==> src/rtl/path_writer.sv <==
// path_writer
// Walks the predecessor vector left by the Dijkstra core from dest_node back
// to source_node. It writes every node on the way, then the path length, to
// memory through the shared write port.
//
// Memory layout written at result_address (address arithmetic wraps):
//   +0     path length L (0 when the walk failed)
//   +k     k-th node counting from dest (k = 1..L), so +1 = dest, +L = source
//
// Ports
//   clock, reset           single clock; reset is synchronous, active-low
//   start                  1-cycle request, honoured only in IDLE
//   source_node, dest_node path end points, sampled on start
//   number_of_nodes        graph size, sampled on start
//   result_address         output buffer base, sampled on start
//   prev_index / prev_value predecessor lookup; value valid 1 cycle after index
//   mem_write_enable/_ready, mem_addr, mem_write_data   memory write port
//   busy, done, path_error status; path_error valid with done, held until next start
//   dbg_state              current FSM state, for observation only
//
// Write handshake: mem_write_enable is a valid. While it is high, mem_addr and
// mem_write_data are held stable. The write retires at the first posedge where
// mem_write_ready is high. After that the enable either drops or already carries
// the next write, so back-to-back writes are possible.
module path_writer #(
  parameter int MAX_NODES   = 16,
  parameter int INDEX_WIDTH = 8,
  parameter int MADDR_WIDTH = 16,
  parameter int MDATA_WIDTH = 16
) (
  input  logic                   clock,
  input  logic                   reset,
  input  logic                   start,
  input  logic [INDEX_WIDTH-1:0] source_node,
  input  logic [INDEX_WIDTH-1:0] dest_node,
  input  logic [INDEX_WIDTH-1:0] number_of_nodes,
  input  logic [MADDR_WIDTH-1:0] result_address,
  output logic [INDEX_WIDTH-1:0] prev_index,
  input  logic [INDEX_WIDTH-1:0] prev_value,
  output logic                   mem_write_enable,
  input  logic                   mem_write_ready,
  output logic [MADDR_WIDTH-1:0] mem_addr,
  output logic [MDATA_WIDTH-1:0] mem_write_data,
  output logic                   busy,
  output logic                   done,
  output logic                   path_error,
  output logic [2:0]             dbg_state
);

  localparam logic [INDEX_WIDTH-1:0] NO_PREVIOUS_NODE = '1;

  typedef enum logic [2:0] {
    S_IDLE       = 3'd0,
    S_WRITE_NODE = 3'd1,
    S_LOOKUP     = 3'd2,
    S_CHECK      = 3'd3,
    S_WRITE_LEN  = 3'd4,
    S_DONE       = 3'd5
  } state_e;

  state_e                 state_q, state_d;
  logic [INDEX_WIDTH-1:0] src_q, src_d;
  logic [INDEX_WIDTH-1:0] n_q, n_d;
  logic [MADDR_WIDTH-1:0] base_q, base_d;
  logic [INDEX_WIDTH-1:0] cur_q, cur_d;
  logic [INDEX_WIDTH:0]   count_q, count_d;
  logic                   err_q, err_d;
  logic [INDEX_WIDTH-1:0] prev_index_q, prev_index_d;
  logic                   we_q, we_d;
  logic [MADDR_WIDTH-1:0] addr_q, addr_d;
  logic [MDATA_WIDTH-1:0] data_q, data_d;
  logic                   busy_q, busy_d;
  logic                   done_q, done_d;
  logic                   perr_q, perr_d;

  logic                   bad_start;
  logic [INDEX_WIDTH:0]   count_inc;
  logic [MADDR_WIDTH-1:0] next_node_addr;

  // A graph larger than MAX_NODES is outside what the core can have produced,
  // so it is rejected like an out-of-range end point.
  assign bad_start = (dest_node >= number_of_nodes) ||
                     (source_node >= number_of_nodes) ||
                     (number_of_nodes > INDEX_WIDTH'(MAX_NODES));

  assign count_inc = count_q + 1'b1;

  // Used in CHECK, where count_q already counts the nodes written so far.
  assign next_node_addr = base_q + MADDR_WIDTH'(1) + MADDR_WIDTH'(count_q);

  always_ff @(posedge clock) begin
    if (!reset) begin
      state_q      <= S_IDLE;
      src_q        <= '0;
      n_q          <= '0;
      base_q       <= '0;
      cur_q        <= '0;
      count_q      <= '0;
      err_q        <= 1'b0;
      prev_index_q <= '0;
      we_q         <= 1'b0;
      addr_q       <= '0;
      data_q       <= '0;
      busy_q       <= 1'b0;
      done_q       <= 1'b0;
      perr_q       <= 1'b0;
    end else begin
      state_q      <= state_d;
      src_q        <= src_d;
      n_q          <= n_d;
      base_q       <= base_d;
      cur_q        <= cur_d;
      count_q      <= count_d;
      err_q        <= err_d;
      prev_index_q <= prev_index_d;
      we_q         <= we_d;
      addr_q       <= addr_d;
      data_q       <= data_d;
      busy_q       <= busy_d;
      done_q       <= done_d;
      perr_q       <= perr_d;
    end
  end

  always_comb begin
    state_d      = state_q;
    src_d        = src_q;
    n_d          = n_q;
    base_d       = base_q;
    cur_d        = cur_q;
    count_d      = count_q;
    err_d        = err_q;
    prev_index_d = prev_index_q;
    we_d         = we_q;
    addr_d       = addr_q;
    data_d       = data_q;
    busy_d       = busy_q;
    done_d       = 1'b0;
    perr_d       = perr_q;

    case (state_q)
      S_IDLE: begin
        if (start) begin
          src_d   = source_node;
          n_d     = number_of_nodes;
          base_d  = result_address;
          cur_d   = dest_node;
          count_d = '0;
          perr_d  = 1'b0;
          busy_d  = 1'b1;
          we_d    = 1'b1;
          if (bad_start) begin
            // Nothing to walk: go straight to writing a zero length word.
            err_d   = 1'b1;
            state_d = S_WRITE_LEN;
            addr_d  = result_address;
            data_d  = '0;
          end else begin
            err_d   = 1'b0;
            state_d = S_WRITE_NODE;
            addr_d  = result_address + MADDR_WIDTH'(1);
            data_d  = MDATA_WIDTH'(dest_node);
          end
        end
      end

      S_WRITE_NODE: begin
        if (mem_write_ready) begin
          count_d = count_inc;
          if (cur_q == src_q) begin
            // Reached the source: the length write follows back-to-back.
            state_d = S_WRITE_LEN;
            addr_d  = base_q;
            data_d  = MDATA_WIDTH'(count_inc);
          end else begin
            we_d         = 1'b0;
            prev_index_d = cur_q;
            state_d      = S_LOOKUP;
          end
        end
      end

      // prev_value for the new prev_index arrives one cycle later.
      S_LOOKUP: state_d = S_CHECK;

      S_CHECK: begin
        we_d = 1'b1;
        // A walk that has already visited number_of_nodes nodes without
        // reaching the source must be going round a cycle.
        if ((prev_value == NO_PREVIOUS_NODE) || (count_q == {1'b0, n_q})) begin
          err_d   = 1'b1;
          state_d = S_WRITE_LEN;
          addr_d  = base_q;
          data_d  = '0;
        end else begin
          cur_d   = prev_value;
          state_d = S_WRITE_NODE;
          addr_d  = next_node_addr;
          data_d  = MDATA_WIDTH'(prev_value);
        end
      end

      S_WRITE_LEN: begin
        if (mem_write_ready) begin
          we_d    = 1'b0;
          busy_d  = 1'b0;
          done_d  = 1'b1;
          perr_d  = err_q;
          state_d = S_DONE;
        end
      end

      S_DONE: state_d = S_IDLE;

      default: state_d = S_IDLE;
    endcase
  end

  assign prev_index       = prev_index_q;
  assign mem_write_enable = we_q;
  assign mem_addr         = addr_q;
  assign mem_write_data   = data_q;
  assign busy             = busy_q;
  assign done             = done_q;
  assign path_error       = perr_q;
  assign dbg_state        = state_q;

endmodule

==> config.mk <==
export PLATFORM = sky130hd
export DESIGN_NAME = path_writer
export DESIGN_NICKNAME = d
export VERILOG_FILES = /design/src/rtl/path_writer.sv
export SDC_FILE = /design/constraint.sdc
export NUM_CORES = 1
export LEC_CHECK = 0
export BUFFER_PORTS_ARGS = -buffer_cell sky130_fd_sc_hd__buf_2
export CAP_MARGIN = 5
export CELL_PAD_IN_SITES_DETAIL_PLACEMENT = 1
export CELL_PAD_IN_SITES_GLOBAL_PLACEMENT = 2
export CORE_UTILIZATION = 32
export DETAILED_ROUTE_END_ITERATION = 16
export GPL_TIMING_DRIVEN = 0
export PLACE_DENSITY_LB_ADDON = 0.1
export REMOVE_ABC_BUFFERS = 1
export SLEW_MARGIN = 20
export SYNTH_ARGS = -nofsm -noshare
export SYNTH_HDL_FRONTEND = slang
export SYNTH_SLANG_ARGS = --single-unit
==> constraint.sdc <==
create_clock -name clock -period 3.33 [get_ports clock]
set_input_delay 0.8325 -clock clock [delete_from_list [all_inputs] [get_ports clock]]
set_output_delay 0.8325 -clock clock [all_outputs]
set_load 0.05 [all_outputs]
# Word level (Yosys, flattened, before mapping)
# Cells that the tools add are included.
# op_classes
reduce_logical	19
n_mux	39
n_addsub	4
n_eq_ne	14
n_lt_le_gt_ge	3
bitwise	1
# ops
operator	n
16-bit 2-to-1 mux	8
16-bit one-hot mux with 3 select lines	2
16-bit by 1-bit adder with 16-bit output (second input constant)	2
8-bit 2-to-1 mux	4
3-bit 2-to-1 mux	6
9-bit 2-to-1 mux	2
9-bit one-hot mux with 2 select lines	1
3-bit AND reduction	6
16-bit by 9-bit adder with 16-bit output	1
8-bit >= comparator	2
8-bit one-hot mux with 2 select lines	1
3-bit one-hot mux with 5 select lines	1
2-bit inequality test (second input constant)	7
1-bit 2-to-1 mux	10
9-bit by 1-bit adder with 9-bit output (second input constant)	1
9-bit by 8-bit == test with 1-bit output	1
8-bit == test	1
8-bit == test (second input constant)	1
8-bit by 5-bit greater-than comparator with 1-bit output (second input constant)	1
3-bit by 2-bit == test with 1-bit output (second input constant)	2
1-bit one-hot mux with 2 select lines	3
2-bit nonzero test	3
5-bit AND reduction	1
1-bit one-hot mux with 4 select lines	1
other kinds (9)	12
# word_totals
output_inout_bits	47
in_bits	52
regBits	97

# Logic depth before layout (Yosys ltp)
# depth
ltp_word	6
depth_mapped	11

# Worst setup path before layout
# Ideal clock, no wire load.
# synth_timing
kind	in2reg
startpoint	input dest_node[0]
endpoint	register addr_q[13] (netlist: mem_addr[13])
setup_ps	67
t_required_ps	3263
path_slack_ps	603
arrival_ps	2660
cell_stages	9
cell_sequence	inv_1 ha_1 nand2b_1 a2111oi_0 a211o_1 nand4_1 or3_1 a31o_1 o21ai_2
# synth_via
elab_chain_cells	6
# synth_rtl
item	line	source
start, declared	35	input logic [INDEX_WIDTH-1:0] dest_node,
8-bit >= comparator	82	assign bad_start = (dest_node >= number_of_nodes) ||
1-bit logical OR	82	
1-bit logical OR	83	(source_node >= number_of_nodes) ||
16-bit 2-to-1 mux	152	if (bad_start) begin
16-bit 2-to-1 mux	143	if (start) begin
16-bit one-hot mux with 3 select lines	141	case (state_q)
end signal, assigned	117	addr_q <= addr_d;
end, declared	70	logic [MADDR_WIDTH-1:0] addr_q, addr_d;
# Every way passes these cells. The select of a mux whose other input is x is not followed.
# A chain may end at the register's enable or synchronous reset.

# Worst setup path after layout
# layout_timing
startpoint	register count_q[0]
endpoint	register addr_q[14] (netlist: mem_addr[14])
# layout_via
elab_chain_cells	4
word_cells_on_any_way	5
cone_classes	1 x add/sub; 1 x eq/ne; 2 x mux; 1 x reduce/logical
# layout_rtl
item	line	source
start, declared	66	logic [INDEX_WIDTH:0] count_q, count_d;
start signal, assigned	113	count_q <= count_d;
branches (longest 2 deep; another with 16-bit by 9-bit adder with 16-bit output)	-	
16-bit 2-to-1 mux (*)	190	if ((prev_value == NO_PREVIOUS_NODE) || (count_q == {1'b0, n_q})) begin
16-bit one-hot mux with 3 select lines (*)	141	
# Mark *: on every way between the ends.

==> results_dict.tcl <==
set metrics [dict create \
    status "complete, no violations" \
    globalplace.congestion 0.938 \
    ant_nets 0 \
    synth-warning-count 0 \
    dr.pass1.iters 5 \
    num_rows 47 \
    wl_per_cell_um 19.3 \
    clk_pin_slew_worst_paths_ns 0.07 \
    fin_cells 1012 \
    hold_path_class "register to register" \
    syn_area_per_cell_um2 7.61 \
    p_per_area_nw_per_um2 663 \
    numCtsBuffers 9 \
    synth-seq-cells 90 \
    h-tree-depth 3 \
    final_cell_mix "129 x nand2_1, 91 x buf_2, 89 x dfxtp_1, 75 x a21oi_1, 51 x nor2_1" \
    max_slew_margin_pct 38.8 \
    routed_wl_um 19500 \
    start_kind "register" \
    gr-usage-all-layers_pct 22.9 \
    clock-skew-final_ns 0.00993 \
    grt_overflow 0 \
    die_y_um 133 \
    end_kind "register" \
    placed_area_um2 6130 \
    syn_area_um2 5460 \
    grt_max_degree 66 \
    grt_first_pass_wirelength_um 30900 \
    tritoncts "built" \
    drv_slew 0 \
    cap_violations 0 \
    syn_inst 717 \
    final_nets 867 \
    leakage_nw 2.67 \
    dpl.cell_count 993 \
    synthArstFlopShare_pct 0 \
    synth_edf_count 0 \
    hpwl_um 14700 \
    clockBufferDepth 2 \
    postLayoutCellArea_um2 6440 \
    yosysSeqAreaShare_pct 33.0 \
    n_antenna_cell 0 \
    fp.coreArea_um2 16600 \
    synthFlopType "dfxtp_1" \
    clock-sinks 90 \
    clk_latency_ns 0.36 \
    antenna_found_initial 0 \
    grt_setup_unrepaired "no" \
    fmax_ghz 0.310 \
    die_x_um 133 \
    syn_to_final_growth_pct 17.9 \
    required_ns 3.56 \
    grt_pass1_vias 5371 \
    layout_commonest_cell "nand2_1" \
    crit_fanout 7 \
    synth_cell_types 71 \
    post-route-drc-count 0 \
    die_area_um2 17600 \
    timing.final.crit_share_pct 96.9 \
    drive_above_1_share_pct 17.7 \
    vdd_drop_max_uv 290 \
    numPortBuffers 91 \
    period_needed_ns 3.23 \
    drt_iter0_markers 295 \
    vias 5485 \
    ctsHoldBuffers 0 \
    setup.worst_path.class "register to register" \
    cp.arrival_ns 3.46 \
    worst_pin_slew_ns 0.918 \
    hold_violations 0 \
    cts-root-buf "clkbuf_16" \
    setup_viol 0 \
    boundaryPins 99 \
    initial_core_util_pct 32.8 \
    vias_per_cell 5.42 \
]
-- per-layer routing --
layer  GRT usage [%]  routed length [µm]  vias up
met5               0                   0        -
met4            6.26                 232        0
met1            32.1                9700     2697
met2            36.7                9020       97
met3            2.84                 548       17
li1                -                   -     2674
-- what timing repair did --
| action | 4_1_cts | 5_1_grt |
|---|---|---|
| setup buffers | 3 | 0 |
| pin swaps | 1 | 0 |
| endpoints found under the setup margin | 5 | 4 |
| resized for setup | 1 | 2 |
-- path summary, 6_finish.rpt --
check | from | endpoint | slack [ns] | depth (start not counted)
max | count_q[0]$_SDFFE_PN0P_ | mem_addr[14]$_SDFFE_PN0P_ | 0.10 | 11
min | prev_index[7]$_SDFFE_PN0P_ | prev_index[7]$_SDFFE_PN0P_ | 0.45 | 2
max reg2reg | count_q[0]$_SDFFE_PN0P_ | mem_addr[14]$_SDFFE_PN0P_ | 0.10 | 11
min reg2reg | prev_index[7]$_SDFFE_PN0P_ | prev_index[7]$_SDFFE_PN0P_ | 0.45 | 2
-- layout make-up --
type	count	area, µm²
fill	2051	10200
multi-input combinational	561	3390
timing repair buffer	100	587
clock buffer	10	229
clock inverter	6	52.6
tap	220	275
inverter	25	96.3
sequential	90	1800
-- logic make-up (layout without fill, tap and decap cells) --
kind of cell               count (synthesis)  in the layout  synth area share [%]
and+or+nand+nor                          282            282                  23.6
AOI/OAI and AO/OA                        201            201                  23.9
buffers and inverters                     72            141                  5.78
xor gates and xnor gates                  35             35                  5.62
DFF                                       90             90                  33.0
muxes                                      8              8                  1.47
other                                      1              7                0.0687
adders and majority gates                 28             28                  6.56
-- synthesized netlist by cell type (all sizes together) (4+ instances only) --
| library cell | number | area share [%] |
|---|---|---|
| nor2 | 54 | 3.8 |
| a21oi | 75 | 6.9 |
| xor2 | 17 | 2.7 |
| o21a | 7 | 0.96 |
| o211ai | 4 | 0.55 |
| nand2b | 5 | 0.57 |
| nand4 | 10 | 1.1 |
| or3 | 4 | 0.46 |
| clkbuf | 28 | 2.1 |
| a311oi | 9 | 1.4 |
| nand2 | 130 | 8.9 |
| o31ai | 6 | 1.0 |
| xnor2 | 18 | 2.9 |
| nor3 | 12 | 1.1 |
| a31oi | 7 | 0.92 |
| ha | 27 | 6.2 |
| nand3 | 37 | 3.6 |
| mux2i | 8 | 1.5 |
| nor4 | 8 | 1.3 |
| dfxtp | 90 | 33 |
| buf | 19 | 2.0 |
| inv | 25 | 1.7 |
| a211oi | 5 | 1.0 |
| o21ai | 44 | 4.1 |
| and3 | 9 | 1.1 |
| a21o | 6 | 0.83 |
| a221oi | 6 | 0.96 |
| a22oi | 6 | 0.83 |
-- stage by stage --
stage               utilization [%]  hold slack, ns  power (mW)  setup slack [ns]  TNS (ns)
CTS                            38.6           0.457        4.29             0.120         0
detailed placement             36.8           0.445        3.27            -0.432     -2.21
global route                   38.7           0.475        4.51            0.0264         0
finish                         38.7           0.454        4.27             0.103         0
global placement               36.0           0.434        3.12             -1.62    -61.43
floorplan                         -           0.436        2.61            -0.132     -1.50
-- report_power, final --
group	internal (mW)	total, mW	switching [mW]
logic	0.536	1.76	1.23
registers	1.28	1.49	0.205
clock network	0.516	1.02	0.500
total	2.34	4.27	1.93
-- state kept, by name, indices dropped and copies added (netlist names) --
name / cells
base_q: 16
mem_addr: 16
count_q: 9
mem_write_data: 9
cur_q: 8
n_q: 8
prev_index: 8
src_q: 8
dbg_state: 3
busy: 1
done: 1
err_q: 1
mem_write_enable: 1
path_error: 1
-- worst max-delay path: stages (launching register included) --
cell	delay (ns)
dfxtp_1	0.41
inv_1	0.13
ha_1	0.19
inv_1	0.06
fa_1	0.43
a211oi_1	0.32
o21ai_0	0.22
a2111oi_1	0.73
nor2_1	0.16
nand4_1	0.15
xor2_1	0.18
o221ai_1	0.13
No activity file was read; power rests on OpenSTA's default activity.
